**src/rtl/instr_word_encoder_pkg.sv**
```systemverilog
// Shared op enum, opcode/funct tables and the word encode function.
// Define INSTR_WORD_ENCODER_FIELD_CHECK_EN to reject malformed field combinations.
package instr_word_encoder_pkg;

  typedef enum logic [3:0] {
    OP_ADD  = 4'd0,
    OP_SUB,
    OP_AND,
    OP_OR,
    OP_SLT,
    OP_SLL,
    OP_SRL,
    OP_ADDI,
    OP_ANDI,
    OP_ORI,
    OP_SLTI,
    OP_LW,
    OP_SW,
    OP_BEQ,
    OP_J    = 4'd14
  } op_e;

  localparam logic [5:0] OPC_RTYPE = 6'b000000;
  localparam logic [5:0] OPC_ADDI  = 6'b001000;
  localparam logic [5:0] OPC_SLTI  = 6'b001010;
  localparam logic [5:0] OPC_ANDI  = 6'b001100;
  localparam logic [5:0] OPC_ORI   = 6'b001101;
  localparam logic [5:0] OPC_LW    = 6'b100011;
  localparam logic [5:0] OPC_SW    = 6'b101011;
  localparam logic [5:0] OPC_BEQ   = 6'b000100;
  localparam logic [5:0] OPC_J     = 6'b000010;

  localparam logic [5:0] FN_ADD = 6'b100000;
  localparam logic [5:0] FN_SUB = 6'b100010;
  localparam logic [5:0] FN_AND = 6'b100100;
  localparam logic [5:0] FN_OR  = 6'b100101;
  localparam logic [5:0] FN_SLT = 6'b101010;
  localparam logic [5:0] FN_SLL = 6'b000000;
  localparam logic [5:0] FN_SRL = 6'b000010;

  typedef struct packed {
    logic        valid;
    logic        legal;
    logic [31:0] word;
  } stage_t;

  // Returns {legal, word}; word is don't-care when legal is 0.
  function automatic logic [32:0] encode(
    input logic [3:0]  op,
    input logic [4:0]  rs,
    input logic [4:0]  rt,
    input logic [4:0]  rd,
    input logic [4:0]  shamt,
    input logic [15:0] imm,
    input logic [25:0] target
  );
    logic        legal;
    logic        rtype;
    logic        shift;
    logic [5:0]  funct;
    logic [31:0] word;
    legal = 1'b1;
    rtype = 1'b0;
    shift = 1'b0;
    funct = '0;
    word  = '0;
    unique case (op)
      OP_ADD:  begin rtype = 1'b1; funct = FN_ADD; end
      OP_SUB:  begin rtype = 1'b1; funct = FN_SUB; end
      OP_AND:  begin rtype = 1'b1; funct = FN_AND; end
      OP_OR:   begin rtype = 1'b1; funct = FN_OR;  end
      OP_SLT:  begin rtype = 1'b1; funct = FN_SLT; end
      OP_SLL:  begin
        rtype = 1'b1;
        shift = 1'b1;
        funct = FN_SLL;
      end
      OP_SRL:  begin
        rtype = 1'b1;
        shift = 1'b1;
        funct = FN_SRL;
      end
      OP_ADDI: word = {OPC_ADDI, rs, rt, imm};
      OP_ANDI: word = {OPC_ANDI, rs, rt, imm};
      OP_ORI:  word = {OPC_ORI, rs, rt, imm};
      OP_SLTI: word = {OPC_SLTI, rs, rt, imm};
      OP_LW:   word = {OPC_LW, rs, rt, imm};
      OP_SW:   word = {OPC_SW, rs, rt, imm};
      OP_BEQ:  word = {OPC_BEQ, rs, rt, imm};
      OP_J:    word = {OPC_J, target};
      default: legal = 1'b0;
    endcase
    if (rtype) begin
      word = {OPC_RTYPE, shift ? 5'd0 : rs,
              rt, rd, shamt, funct};
    end
`ifdef INSTR_WORD_ENCODER_FIELD_CHECK_EN
    if (rtype && shift && rs != '0) legal = 1'b0;
    if (rtype && !shift && shamt != '0) legal = 1'b0;
    if (rtype && rd == '0) legal = 1'b0;
    if ((op inside {OP_ADDI, OP_ANDI, OP_ORI,
                    OP_SLTI, OP_LW}) && rt == '0)
      legal = 1'b0;
`endif
    return {legal, word};
  endfunction

endpackage

```
**src/rtl/instr_word_fifo.sv**
```systemverilog
// Synchronous FIFO with full/empty and same-cycle push/pop when full.
// DEPTH must be a power of two so the pointers wrap naturally.
module instr_word_fifo #(
  parameter int WIDTH = 64,
  parameter int DEPTH = 4
) (
  input  logic             clock,
  input  logic             reset_n,
  input  logic             push,
  input  logic             pop,
  input  logic [WIDTH-1:0] push_data,
  output logic [WIDTH-1:0] head_data,
  output logic             full,
  output logic             empty
);

  localparam int AW = (DEPTH > 1) ? $clog2(DEPTH) : 1;
  localparam int CW = AW + 1;
  localparam logic [CW-1:0] FULL_N = CW'(DEPTH);

  logic [WIDTH-1:0] mem [DEPTH];
  logic [AW-1:0]    wr_ptr;
  logic [AW-1:0]    rd_ptr;
  logic [CW-1:0]    count;
  logic             do_push;
  logic             do_pop;

  assign full      = count == FULL_N;
  assign empty     = count == '0;
  assign do_pop    = pop && !empty;
  assign do_push   = push && (!full || do_pop);
  assign head_data = mem[rd_ptr];

  // Storage needs no reset: the top masks head_data while empty.
  always_ff @(posedge clock) begin
    if (do_push) mem[wr_ptr] <= push_data;
  end

  always_ff @(posedge clock) begin
    if (!reset_n) begin
      wr_ptr <= '0;
      rd_ptr <= '0;
      count  <= '0;
    end else begin
      if (do_push) wr_ptr <= wr_ptr + AW'(1);
      if (do_pop)  rd_ptr <= rd_ptr + AW'(1);
      unique case ({do_push, do_pop})
        2'b10:   count <= count + CW'(1);
        2'b01:   count <= count - CW'(1);
        default: count <= count;
      endcase
    end
  end

endmodule

```
**src/rtl/instr_word_encoder.sv**
```systemverilog
// Field-level request -> 32-bit MIPS word encoder, one stage + output FIFO.
// Define INSTR_WORD_ENCODER_FIELD_CHECK_EN to drop malformed field combinations.
module instr_word_encoder
  import instr_word_encoder_pkg::*;
#(
  parameter int                ADDR_W     = 32,
  parameter logic [ADDR_W-1:0] BASE_ADDR  = '0,
  parameter int                FIFO_DEPTH = 4
) (
  input  logic              clock,
  input  logic              reset_n,
  input  logic              req_valid,
  output logic              req_ready,
  input  logic [3:0]        req_op,
  input  logic [4:0]        req_rs,
  input  logic [4:0]        req_rt,
  input  logic [4:0]        req_rd,
  input  logic [4:0]        req_shamt,
  input  logic [15:0]       req_imm,
  input  logic [25:0]       req_target,
  output logic              word_valid,
  input  logic              word_ready,
  output logic [31:0]       word_data,
  output logic [ADDR_W-1:0] word_addr,
  output logic              illegal_op,
  output logic [15:0]       word_count
);

  localparam int EW = ADDR_W + 32;

  stage_t            stage_q;
  logic [32:0]       enc;
  logic [EW-1:0]     head_data;
  logic [ADDR_W-1:0] next_addr;
  logic              fifo_full;
  logic              fifo_empty;
  logic              pop;
  logic              push;
  logic              stage_adv;
  logic              accept;

  assign enc = encode(req_op, req_rs, req_rt, req_rd,
                      req_shamt, req_imm, req_target);

  assign pop       = !fifo_empty && word_ready;
  assign push      = stage_q.valid && stage_q.legal &&
                     (!fifo_full || pop);
  // An illegal stage entry never needs FIFO space.
  assign stage_adv = stage_q.valid &&
                     (!stage_q.legal || !fifo_full || pop);
  assign req_ready = reset_n &&
                     (!stage_q.valid || !fifo_full || pop);
  assign accept    = req_valid && req_ready;

  instr_word_fifo #(
    .WIDTH(EW),
    .DEPTH(FIFO_DEPTH)
  ) u_fifo (
    .clock     (clock),
    .reset_n   (reset_n),
    .push      (push),
    .pop       (pop),
    .push_data ({next_addr, stage_q.word}),
    .head_data (head_data),
    .full      (fifo_full),
    .empty     (fifo_empty)
  );

  always_ff @(posedge clock) begin
    if (!reset_n) begin
      stage_q    <= '0;
      next_addr  <= BASE_ADDR;
      word_count <= '0;
    end else begin
      if (accept)         stage_q       <= stage_t'({1'b1, enc});
      else if (stage_adv) stage_q.valid <= 1'b0;
      if (push) next_addr <= next_addr + ADDR_W'(4);
      if (pop && word_count != 16'hFFFF)
        word_count <= word_count + 16'd1;
    end
  end

  assign word_valid = !fifo_empty;
  assign word_data  = fifo_empty ? '0 : head_data[31:0];
  assign word_addr  = fifo_empty ? next_addr
                                 : head_data[EW-1:32];
  assign illegal_op = stage_q.valid && !stage_q.legal;

endmodule

```
**config.mk**
```make
export PLATFORM = sky130hd
export DESIGN_NAME = instr_word_encoder
export DESIGN_NICKNAME = d
export VERILOG_FILES = /design/src/rtl/instr_word_encoder_pkg.sv /design/src/rtl/instr_word_fifo.sv /design/src/rtl/instr_word_encoder.sv
export SDC_FILE = /design/constraint.sdc
export NUM_CORES = 1
export LEC_CHECK = 0
export CAP_MARGIN = 20
export CORE_MARGIN = 2
export CORE_UTILIZATION = 56
export CTS_CLUSTER_SIZE = 40
export DETAILED_ROUTE_END_ITERATION = 7
export MAX_ROUTING_LAYER = met4
export PLACE_DENSITY_LB_ADDON = 0.1
export REMOVE_ABC_BUFFERS = 1
export SKIP_LAST_GASP = 1
export SYNTH_ARGS = -nofsm -noshare
export SYNTH_HDL_FRONTEND = slang
export SYNTH_SLANG_ARGS = --single-unit
```
**constraint.sdc**
```tcl
create_clock -name clock -period 4.15 [get_ports clock]
set_input_delay 0.83 -clock clock [delete_from_list [all_inputs] [get_ports clock]]
set_output_delay 0.83 -clock clock [all_outputs]
set_load 0.03 [all_outputs]
```
* Word-level counts from Yosys, hierarchy flattened
Memories as Yosys holds them, arrays and structs flattened. A register that Yosys moved wholly into a read port is not among the register bits.
Index checks and enable logic that the tools add are counted.
** Word-level totals
- Register bits after elaboration :: 89
- Bits in writable memories :: 256
- Input bits :: 70
- Output and inout bits :: 83
- Logic and storage cells :: 76
- Memories kept :: 1
** Memories
- u_fifo.mem :: depth 4, width 64, rd ports 1, clocked after Yosys merged registers in 1, wr ports 1, RTL line instr_word_fifo.sv:21 : logic [WIDTH-1:0] mem [DEPTH];
** Operators by class
- $add $sub $neg :: 6
- Equal/unequal tests :: 18
- Mux-type cells :: 16
- Reduce and logical (&&, ||, !) cells :: 27
** Operator list (number)
- $pmux W32 S8 :: 1
- $mux W32 :: 3
- $pmux W6 S6 :: 1
- $add A32 B3 Y32 const B :: 1
- $eq A4 B4 Y1 const B :: 7
- $add A16 B1 Y16 const B :: 1
- $eq A4 B3 Y1 const B :: 4
- $ne A16 B16 Y1 const B :: 1
- $reduce_or A15 Y1 :: 1
- $logic_and A1 B1 Y1 :: 10
- $eq A4 B2 Y1 const B :: 2
- $mux W1 :: 7
- $reduce_or A7 Y1 :: 1
- $logic_or A1 B1 Y1 :: 6
- $pmux W3 S2 :: 1
- $mux W5 :: 1
- $add A2 B1 Y2 const B :: 2
- $eq A4 B1 Y1 const B :: 1
- $logic_not A1 Y1 :: 4
- $logic_not A4 Y1 :: 1
- $mux W2 :: 2
- $reduce_bool A2 Y1 :: 2
- $add A3 B1 Y3 const B :: 1
- $eq A3 B3 Y1 const B :: 1
- other kinds (5) :: 5

* Logic depth before layout (Yosys ltp)
Gate-level depths: netlist (run 1).
- Word-level depth :: 8
- Depth in mapped cells :: 12
- Depth with buffers taken out :: 9

* By module
A second synthesis (run 1) with hierarchy kept.
** Second synthesis, totals
- Cell total of the unflattened synthesis :: 950
- Area, all modules :: 14352.5 um^2
** Modules (own cells, without submodules)
- instr_word_fifo :: instances 1, cells each 394, area an instance 9755.6 um^2, seq. area each 7867.5 um^2
- instr_word_encoder :: instances 1, cells each 556, area an instance 4596.9 um^2, seq. area each 1581.5 um^2

* Worst setup path after synthesis (run 1)
OpenSTA, ideal clock, no wires.
- Path kind :: input to register
- Start :: input port word_ready
- End :: memory u_fifo.mem[1][0] (enable)
- Setup time :: 0.425 ns
- Arrival :: 3.021 ns
- Data required time :: 3.725 ns
- Setup slack :: 0.704 ns
- Cell stages on the path :: 5
- Path buffers :: 2
- Path through :: or4b_1 > buf_2 > and3_1 > clkbuf_1 > and2_1
** On the way
- Word-level cells in the longest chain between the ends :: 6
- Elaborated cells on any way between the ends :: 8
- Those cells by class :: 2 x mux; 6 x reduce/logical
** Ends and longest elaborated chain
- from (decl) :: RTL line instr_word_encoder.sv:22 : input logic word_ready,
- $logic_and A1 B1 Y1 (*) :: RTL line instr_word_encoder.sv:45 : assign pop = !fifo_empty && word_ready;
- $logic_or A1 B1 Y1 or $logic_and A1 B1 Y1 (tied branches) :: RTL line instr_word_encoder.sv:47, instr_word_fifo.sv:30
- $logic_and A1 B1 Y1 or $logic_or A1 B1 Y1 (tied branches) :: RTL line instr_word_encoder.sv:46, instr_word_fifo.sv:31
- $logic_and A1 B1 Y1 (*) :: RTL line instr_word_fifo.sv:31 : assign do_push = push && (!full || do_pop);
- $mux W1 (*) :: RTL line instr_word_fifo.sv:36 : if (do_push) mem[wr_ptr] <= push_data;
- $mux W1 (implied by the code) (*) :: RTL line instr_word_fifo.sv:36
- to (decl) :: RTL line instr_word_fifo.sv:21
Mark *: on every way between the ends. The rest lies on a longest branch, timed or not.

==> results.env, run 1 <==
VDD_DROP_MAX_mV=0.2397
ROUTE.ANTENNA.REMAINING_NETS=0
TIMING.FINAL.SETUP_VIOLATIONS=0
CTS.REPAIR_TIMING.SETUP_BUFFER_COUNT=0
REG2REG_TO='u_fifo.count[2]$_SDFFE_PN0P_'
DIEWIDTH_UM=162.0
MAPPED_AVG_CELL_AREA_UM2=14.68
IO_BUFFERS=149
CTS.PATH.MAX_BUFFERS=3
FINAL_WORST_PATH_SETUP_SLACK_PS=413.9
SYNTH_LARGEST_TYPE_AREA_FRACTION_PCT=52.43
INTERNAL_POWER_W=0.005834
POWER.TOTAL_W=0.007777
CP_MAX_FO=22
POST_CTS_HOLD_BUFFER_COUNT=0
DIE_HEIGHT_UM=162.0
SYNTH.AREA.TOP_CELLS='edfxtp_1 52%, dfxtp_1 13%, mux4_2 9.8%'
SWITCHINGPOWER_W=0.001943
IOS=153
NETSWITCHINGFRACTION_PCT=24.99
FIN_WORST_SKEW_PS=12.78
POST_ROUTE_CELLS_DRIVE_ABOVE_1_SHARE_PCT=17.47
CRIT_PATH_TOP_DELAY_CELL='clkdlybuf4s50_1'
MAX_FREQ_MHz=267.7
TIMING_WORST_SLEW_PIN_VALUE_PS=990.1
GRT_PASS1_VIAS=8567
CRIT_BUF_INV=2
WL_UM=29250
WORST-ENDPOINT-REQUIRED_PS=3320
RSZ0062_AT_GRT='false'
POSTSYNTHCELLCOUNT=952
FILLER_CELL_COUNT=1688
EDFF_COUNT_SYNTH=244
ROUTE.DETAILED.WL_PER_INST_UM=20.23
YOSYS_WARNINGS=0
WORST_CASE_SETUP_SLACK_AFTER_PLACEMENT_PS=570.6
ANTENNADIODECOUNT=0
WORSTPATHARRIVAL_PS=2910
GLOBALROUTE.TOTALOVERFLOW=0
P_PER_AREA_mW_PER_MM2=459.9
REG2REG_DEPTH=9
LEAKAGEPOWER_nW=5.390
DRT_DRC_VIOLATIONS_LEFT=0
TIMING.RR.START='u_fifo.count[0]$_SDFFE_PN0P_'
FLOORPLAN.ROWS=57
CTS_NUM_SINKS=332
FF_TO_FF_SETUP_SLACK_PS=1490
WORSTSETUPPATHTYPE='flop to output port'
WORST_HOLD_PATH.NUM_CELLS=0
DP_HPWL_UM=18220
RUN_STATUS='completed'
FIN_CRIT_SH_PCT=90.03
DRTPASS1ITERATIONS=5
SYNTH_SEQ_AREA_SHARE_PCT=65.04
DIEAREA_MM2=0.02623
MAXSLEWVIOLCOUNT=0
AREA_USED_BY_MULTI_INPUT_COMBINATIONAL_LOGIC_MM2=0.004537
GRT_ANTENNA_BEFORE_REPAIR=0
POSTSYNTH.ASYNCRESETSHARE_PCT=0
NETS=1176
SETUP.WORST_PATH.START_CLASS='flop'
FP.COREAREA_MM2=0.02439
CTS_ROOT_BUFFER='clkbuf_16'
YS_FF_LATCH=332
GRT_UTIL_ALL_LAYERS_PCT=23.50
TIMING.SLEW.HEADROOM_PCT=33.99
GRT_FIRST_PASS_WIRELENGTH_UM=46980
PWR-SHARE-SEQ_PCT=47.2
FINALSETUPTNS_PS=0
DOMINANTREGCELLSYNTH='edfxtp_1'
CPLARGESTDELAYFAMILY='buffers and inverters'
TIMING.HOLD.WORST.START='stage_q[27]$_SDFFE_PN0P_'
VIA_PER_INST=5.960
DRT-INITIAL-DRC-COUNT=660
MIN_TO='u_fifo.mem[1][27]$_DFFE_PP_'
DPL-INSTANCE-AREA_MM2=0.01588
HTREE_NUM_LEVELS=1
NUM_VIAS=8618
YOSYS.AREA.TOP_TYPE='edfxtp_1'
CRIT_PATH_MAX_INCR_DELAY_PS=640
POWER.COMBINATIONAL.FRACTION_PCT=16.7
CRITICAL_PATH_CELL_COUNT=4
POWER.SHARE.CLOCK_PCT=36.1
CRIT_PATH_CELL_TRACE='buf_12 -> mux4_2 -> mux2_2 -> clkdlybuf4s50_1'
HOLDCRITPATHCLASS='flop to flop'
CRITPATHCAPTURETYPE='output port'
CTS_TREE='yes'
INITIAL_UTILIZATION_PCT=57.29
AREA.GROWTH.SYNTH_TO_FINAL_PCT=21.00
POST_CTS.RESIZED_INSTANCES=0
SEQ_AREA_MM2=0.009094
WORSTSKEWPAIRLATENCY_PS=550
GP_CONGESTION=0.7963
NETLIST_AREA_MM2=0.01397
FINALWORSTPATHREQUIREDPERIOD_PS=3736
FINAL_CELL_AREA_MM2=0.01691
MAX_CAP_VIOL_COUNT=0
MAXIMUM_NUMBER_OF_PINS_ON_ONE_NET_BEFORE_GLOBAL_ROUTE_REPAIR=55
CLKTRANSATPATHREGS_PS=60
SYNTHDISTINCTLIBCELLS=67
CTS-BUFFERS-INSERTED=31
FINAL-HOLD-VIOLATION-COUNT=0
## worst max path at each step
| stage | start | end | slack [ps] |
|---|---|---|---|
| after floorplan | u_fifo.count[0]$_SDFFE_PN0P_ | word_valid | -1670 |
| after global placement | word_ready | u_fifo.count[2]$_SDFFE_PN0P_ | 590 |
| after detailed placement | word_ready | u_fifo.mem[1][21]$_DFFE_PP_ | 570 |
| after CTS | flop | word_addr[2] | 320 |
| after global routing | flop | word_addr[2] | 250 |
| final | flop | word_addr[2] | 410 |
## cells in the mapped netlist (3+ instances only)
master     instances
nand4_1           14
clkbuf_1          44
xnor2_1            7
nand2_1           31
and4_1             5
mux2i_1            8
o21ai_0           51
buf_4              4
nor2_1            32
edfxtp_1         244
inv_1             17
nor4_1             7
mux4_2            61
or4_1             16
xor2_1             5
nand2b_1          18
a2bb2oi_1          5
o311ai_0           3
nand3b_1           7
or3_1             13
nor2b_1           40
and3_1             7
ha_1               7
nor3_1             8
nand3_1           23
a31oi_1           14
a311oi_1           7
a22oi_1           10
o41ai_1            6
dfxtp_1           88
buf_2             17
o31ai_1           14
and2_1             6
mux2_2            30
a21oi_1           46
## sequential cells by signal, indices dropped and copies added, names as in the netlist, named ones only
| signal | count |
|---|---|
| stage_q | 33 |
| word_count | 16 |
| u_fifo.wr_ptr | 2 |
| next_addr | 30 |
| u_fifo.rd_ptr | 2 |
| u_fifo.count | 3 |
| u_fifo.mem | 244 |
## layout make-up
class / instances / share of cell area (%)
Sequential cell: 332 / 53.78
Multi-Input combinational cell: 535 / 26.83
Timing Repair Buffer: 180 / 10.54
Clock buffer: 42 / 5.261
Tap cell: 324 / 2.397
Clock inverter: 15 / 0.7991
Inverter: 18 / 0.3996
## worst reg2reg max path, delay by kind of cell, from the launching register on
family | cells | cell delay (ps)
buffers and inverters | 2 | 160
XOR/XNOR | 1 | 160
flip-flops | 1 | 390
adder cells (fa/ha/maj) | 2 | 540
AO/OA/AOI/OAI | 1 | 140
AND/OR/NAND/NOR | 3 | 1200
## cell usage in the layout (no fill, tap or decap), types with 6 or more instances in the layout
master             n
a21oi_1           46
a22oi_1           10
a311oi_1           7
a31oi_1           14
and3_1             7
buf_4             26
clkbuf_1           6
clkbuf_16         33
clkdlybuf4s50_1  148
clkinv_2           7
dfxtp_1           86
edfxtp_1         244
ha_1               7
inv_1             17
mux2_2            30
mux2i_1            8
mux4_2            61
nand2_1           31
nand2b_1          18
nand3_1           23
nand3b_1           7
nand4_1           14
nor2_1            32
nor2b_1           40
nor3_1             7
nor4_1             7
o21ai_0           51
o31ai_1           14
o41ai_1            6
or3_1             13
or4_1             16
xnor2_1            7
## cell families after synthesis
| family | after synthesis | synth area share (%) |
|---|---|---|
| compound gates | 173 | 7.843 |
| xor+xnor | 12 | 0.7521 |
| fa+ha+maj | 8 | 0.7700 |
| buf+inv | 87 | 2.704 |
| flops | 332 | 65.04 |
| mux | 99 | 12.82 |
| other cells | 1 | 0.02683 |
| simple gates | 240 | 10.05 |
## per-stage QoR
| stage | utilization, % | hold slack [ps] | cells |
|---|---|---|---|
| floorplan | - | 454.9 | 885 |
| global placement | 65.10 | 481.3 | 1388 |
| detailed placement | 65.10 | 485.5 | 1388 |
| CTS | 69.30 | 506.4 | 1445 |
| global route | 69.33 | 527.1 | 1446 |
| finish | 69.33 | 502.9 | 1446 |
## metal layers
layer | wire length (um) | vias to the layer above | GRT usage (%)
met5 | 0 | - | -
met4 | 519 | 0 | 5.752
met3 | 1548 | 43 | 3.447
met1 | 12890 | 4305 | 32.02
li1 | - | 4025 | -
met2 | 14290 | 245 | 37.97
## power by group through the flow
stage	logic (W)	clock network (W)	registers (W)
6_report	0.00130	0.00281	0.00367
5_1_grt	0.00137	0.00301	0.00368
4_1_cts	0.00131	0.00286	0.00367
3_5_place_dp	0.00130	0	0.00374
3_3_place_gp	0.00130	0	0.00374
2_1_floorplan	0.000769	0	0.00376
Note: power is estimated with default switching activity, not from simulation.
==> run 2, diff against run 1 <==
--- a/config.mk
+++ b/config.mk
@@ -7,12 +7,11 @@
 export LEC_CHECK = 0
 export CAP_MARGIN = 20
 export CORE_MARGIN = 2
-export CORE_UTILIZATION = 56
+export CORE_UTILIZATION = 51
 export CTS_CLUSTER_SIZE = 40
 export DETAILED_ROUTE_END_ITERATION = 7
 export MAX_ROUTING_LAYER = met4
 export PLACE_DENSITY_LB_ADDON = 0.1
-export REMOVE_ABC_BUFFERS = 1
 export SKIP_LAST_GASP = 1
 export SYNTH_ARGS = -nofsm -noshare
 export SYNTH_HDL_FRONTEND = slang
==> constraint.sdc (replaced) <==
create_clock -name clock -period 3.3 [get_ports clock]
set_input_delay 0.66 -clock clock [delete_from_list [all_inputs] [get_ports clock]]
set_output_delay 0.66 -clock clock [all_outputs]
set_load 0.03 [all_outputs]
==> results.env, run 2 (synthesized netlist as in run 1, its figures left out) <==
CRITPATHCAPTURETYPE='output port'
TIMING.SLEW.HEADROOM_PCT=44.24  # +10 points
CTS.PATH.MAX_BUFFERS=3  # unchanged
DIEAREA_MM2=0.02874  # +9.6%
POST_CTS_HOLD_BUFFER_COUNT=0  # unchanged
MAXSLEWVIOLCOUNT=0  # unchanged
NUM_VIAS=8587  # -0.36%
GRT_UTIL_ALL_LAYERS_PCT=21.69  # -1.8 points
DRT_DRC_VIOLATIONS_LEFT=0  # unchanged
WL_UM=29490  # +0.84%
ROUTE.DETAILED.WL_PER_INST_UM=20.04  # -0.94%
TIMING_WORST_SLEW_PIN_VALUE_PS=832.5  # -157.6 ps
CTS-BUFFERS-INSERTED=34  # +9.7%
FINALWORSTPATHREQUIREDPERIOD_PS=3220
CTS_NUM_SINKS=332  # unchanged
NETS=1183  # +0.60%
DP_HPWL_UM=18330  # +0.59%
FIN_WORST_SKEW_PS=17.36  # +4.573 ps
TOP_FLOP_REGS='u_fifo.mem: 244 flops, stage_q: 33 flops, next_addr: 30 flops'
DIE_HEIGHT_UM=169.5  # +4.7%
FIN_CRIT_SH_PCT=97.58
IO_BUFFERS=149  # unchanged
FLOORPLAN.ROWS=60  # +5.3%
CRIT_BUF_INV=2  # unchanged
FINAL_CORE_UTIL_PCT=63.65  # -5.7 points
DRTPASS1ITERATIONS=5  # unchanged
FF_TO_FF_SETUP_SLACK_PS=790  # -700 ps
MAXIMUM_NUMBER_OF_PINS_ON_ONE_NET_BEFORE_GLOBAL_ROUTE_REPAIR=62  # +13%
FILLER_CELL_COUNT=1972  # +17%
CRIT_PATH_CELL_TRACE='buf_12 -> mux4_2 -> mux2_2 -> clkdlybuf4s50_1'
MAX_CAP_VIOL_COUNT=0  # unchanged
ANTENNADIODECOUNT=0  # unchanged
GP_CONGESTION=0.8196  # +2.9%
MAX_FREQ_MHz=310.5
AREA.GROWTH.SYNTH_TO_FINAL_PCT=22.76
VIA_PER_INST=5.834  # -2.1%
LEAKAGEPOWER_nW=5.581  # +3.5%
FP.COREAREA_MM2=0.02695  # +10%
LARGEST_REGISTER='u_fifo.mem'
WORSTPATHARRIVAL_PS=2560  # -350 ps
TIMING.FINAL.SETUP_VIOLATIONS=0  # unchanged
WORSTSKEWPAIRLATENCY_PS=510  # -40 ps
HOLDCRITPATHCLASS='flop to flop'
TIMING.HOLD.WORST.START='word_count[10]$_SDFFE_PN0P_'
TIMING.RR.START='u_fifo.count[0]$_SDFFE_PN0P_'
CLKTRANSATPATHREGS_PS=60  # about the same
CTS_ROOT_BUFFER='clkbuf_16'
CP_MAX_FO=12  # -45%
WORST-ENDPOINT-REQUIRED_PS=2640  # -680 ps
GRT_FIRST_PASS_WIRELENGTH_UM=47110  # +0.29%
HTREE_NUM_LEVELS=2  # +1
P_PER_AREA_mW_PER_MM2=599.1  # +30%
INITIAL_UTILIZATION_PCT=51.85  # -5.4 points
VDD_DROP_MAX_mV=0.3498  # +46%
DRT-INITIAL-DRC-COUNT=540  # -18%
POST_ROUTE_CELLS_DRIVE_ABOVE_1_SHARE_PCT=18.48  # +1.0 points
FINALSETUPTNS_PS=0  # unchanged
RSZ0062_AT_GRT='false'
GLOBALROUTE.TOTALOVERFLOW=0  # unchanged
LAYOUT_COMMONEST_CELL='edfxtp_1'
FINAL-HOLD-VIOLATION-COUNT=0  # unchanged
WORSTSETUPPATHTYPE='flop to output port'
GRT_PASS1_VIAS=8564  # -0.035%
SETUP.WORST_PATH.START_CLASS='flop'
CRIT_PATH_TOP_DELAY_CELL='clkdlybuf4s50_1'
LARGEST_REG_FLOPS=244  # unchanged
RUN_STATUS='completed'
IOS=153  # unchanged
GRT_ANTENNA_BEFORE_REPAIR=0  # unchanged
CRIT_PATH_MAX_INCR_DELAY_PS=590  # -50 ps
FINAL_CELL_MIX='244 x edfxtp_1, 143 x clkdlybuf4s50_1, 86 x dfxtp_1'
DIEWIDTH_UM=169.5  # +4.7%
CTS_TREE='yes'
ROUTE.ANTENNA.REMAINING_NETS=0  # unchanged
CPLARGESTDELAYFAMILY='buffers and inverters'
[run 2: cell count changes in the layout (fill, tap and decap cells not counted), sizes merged, moves of 3 or more]
cell | before | now
clkinvlp | 4 | 1
buf | 32 | 37
clkdlybuf4s50 | 148 | 143
clkbuf | 42 | 46
dlymetal6s2s | 0 | 3
clkinv | 8 | 12
[run 2: path summary, 6_finish.rpt]
kind                             endpoint  cells past startpoint
max                         word_addr[10]                      4
min           word_count[10]$_SDFFE_PN0P_                      2
max reg2reg  u_fifo.count[2]$_SDFFE_PN0P_                      9
min reg2reg   word_count[10]$_SDFFE_PN0P_                      2
[run 2: where the power goes]
part	switching [W]	internal, W
Sequential	0.0000779	0.00453
Combinational	0.000882	0.000794
Clock	0.00155	0.00244
[run 2: worst min-delay path, delay by kind of cell, from the launching register on]
kind	cells	cell delay, ps
AND/OR/NAND/NOR	1	60
flip-flops	1	340
multiplexers	1	50
[run 2: per-stage QoR]
stage	power (W)	hold slack, ps	setup WS, ps	cell area [um2]	instances
2_1_floorplan	0.005719	454.8	23.82	13980	954
3_3_place_gp	0.006375	482.5	234.7	15930	1408
3_5_place_dp	0.006389	483.4	171.5	15930	1408
4_1_cts	0.01040	499.0	25.08	17150	1472
5_1_grt	0.01064	527.4	0.2980	17160	1472
6_report	0.01028	500.9	79.80	17160	1472
[run 2: timing repair]
item | in CTS | in global routing
resized for setup | 2 | 3
endpoints found under the setup margin | 22 | 3
buffers inserted | 2 | 0
[run 2: final cells by class]
class	instances	area, um2	share of cell area (%)
Sequential cell	332	9094	53.01
Multi-Input combinational cell	535	4537	26.45
Timing Repair Buffer	184	1832	10.68
Clock buffer	46	1033	6.024
Tap cell	341	426.7	2.487
Clock inverter	16	165.2	0.9627
Inverter	18	67.56	0.3938
[run 2: routing by layer]
layer	routed length, um	share of wire, %	track usage [%]	vias to the layer above
met4	485	1.6	5.500	0
met1	13450	46	29.38	4321
met5	0	0	-	-
met2	14350	49	34.73	187
met3	1202	4.1	3.545	42
li1	-	-	-	4037
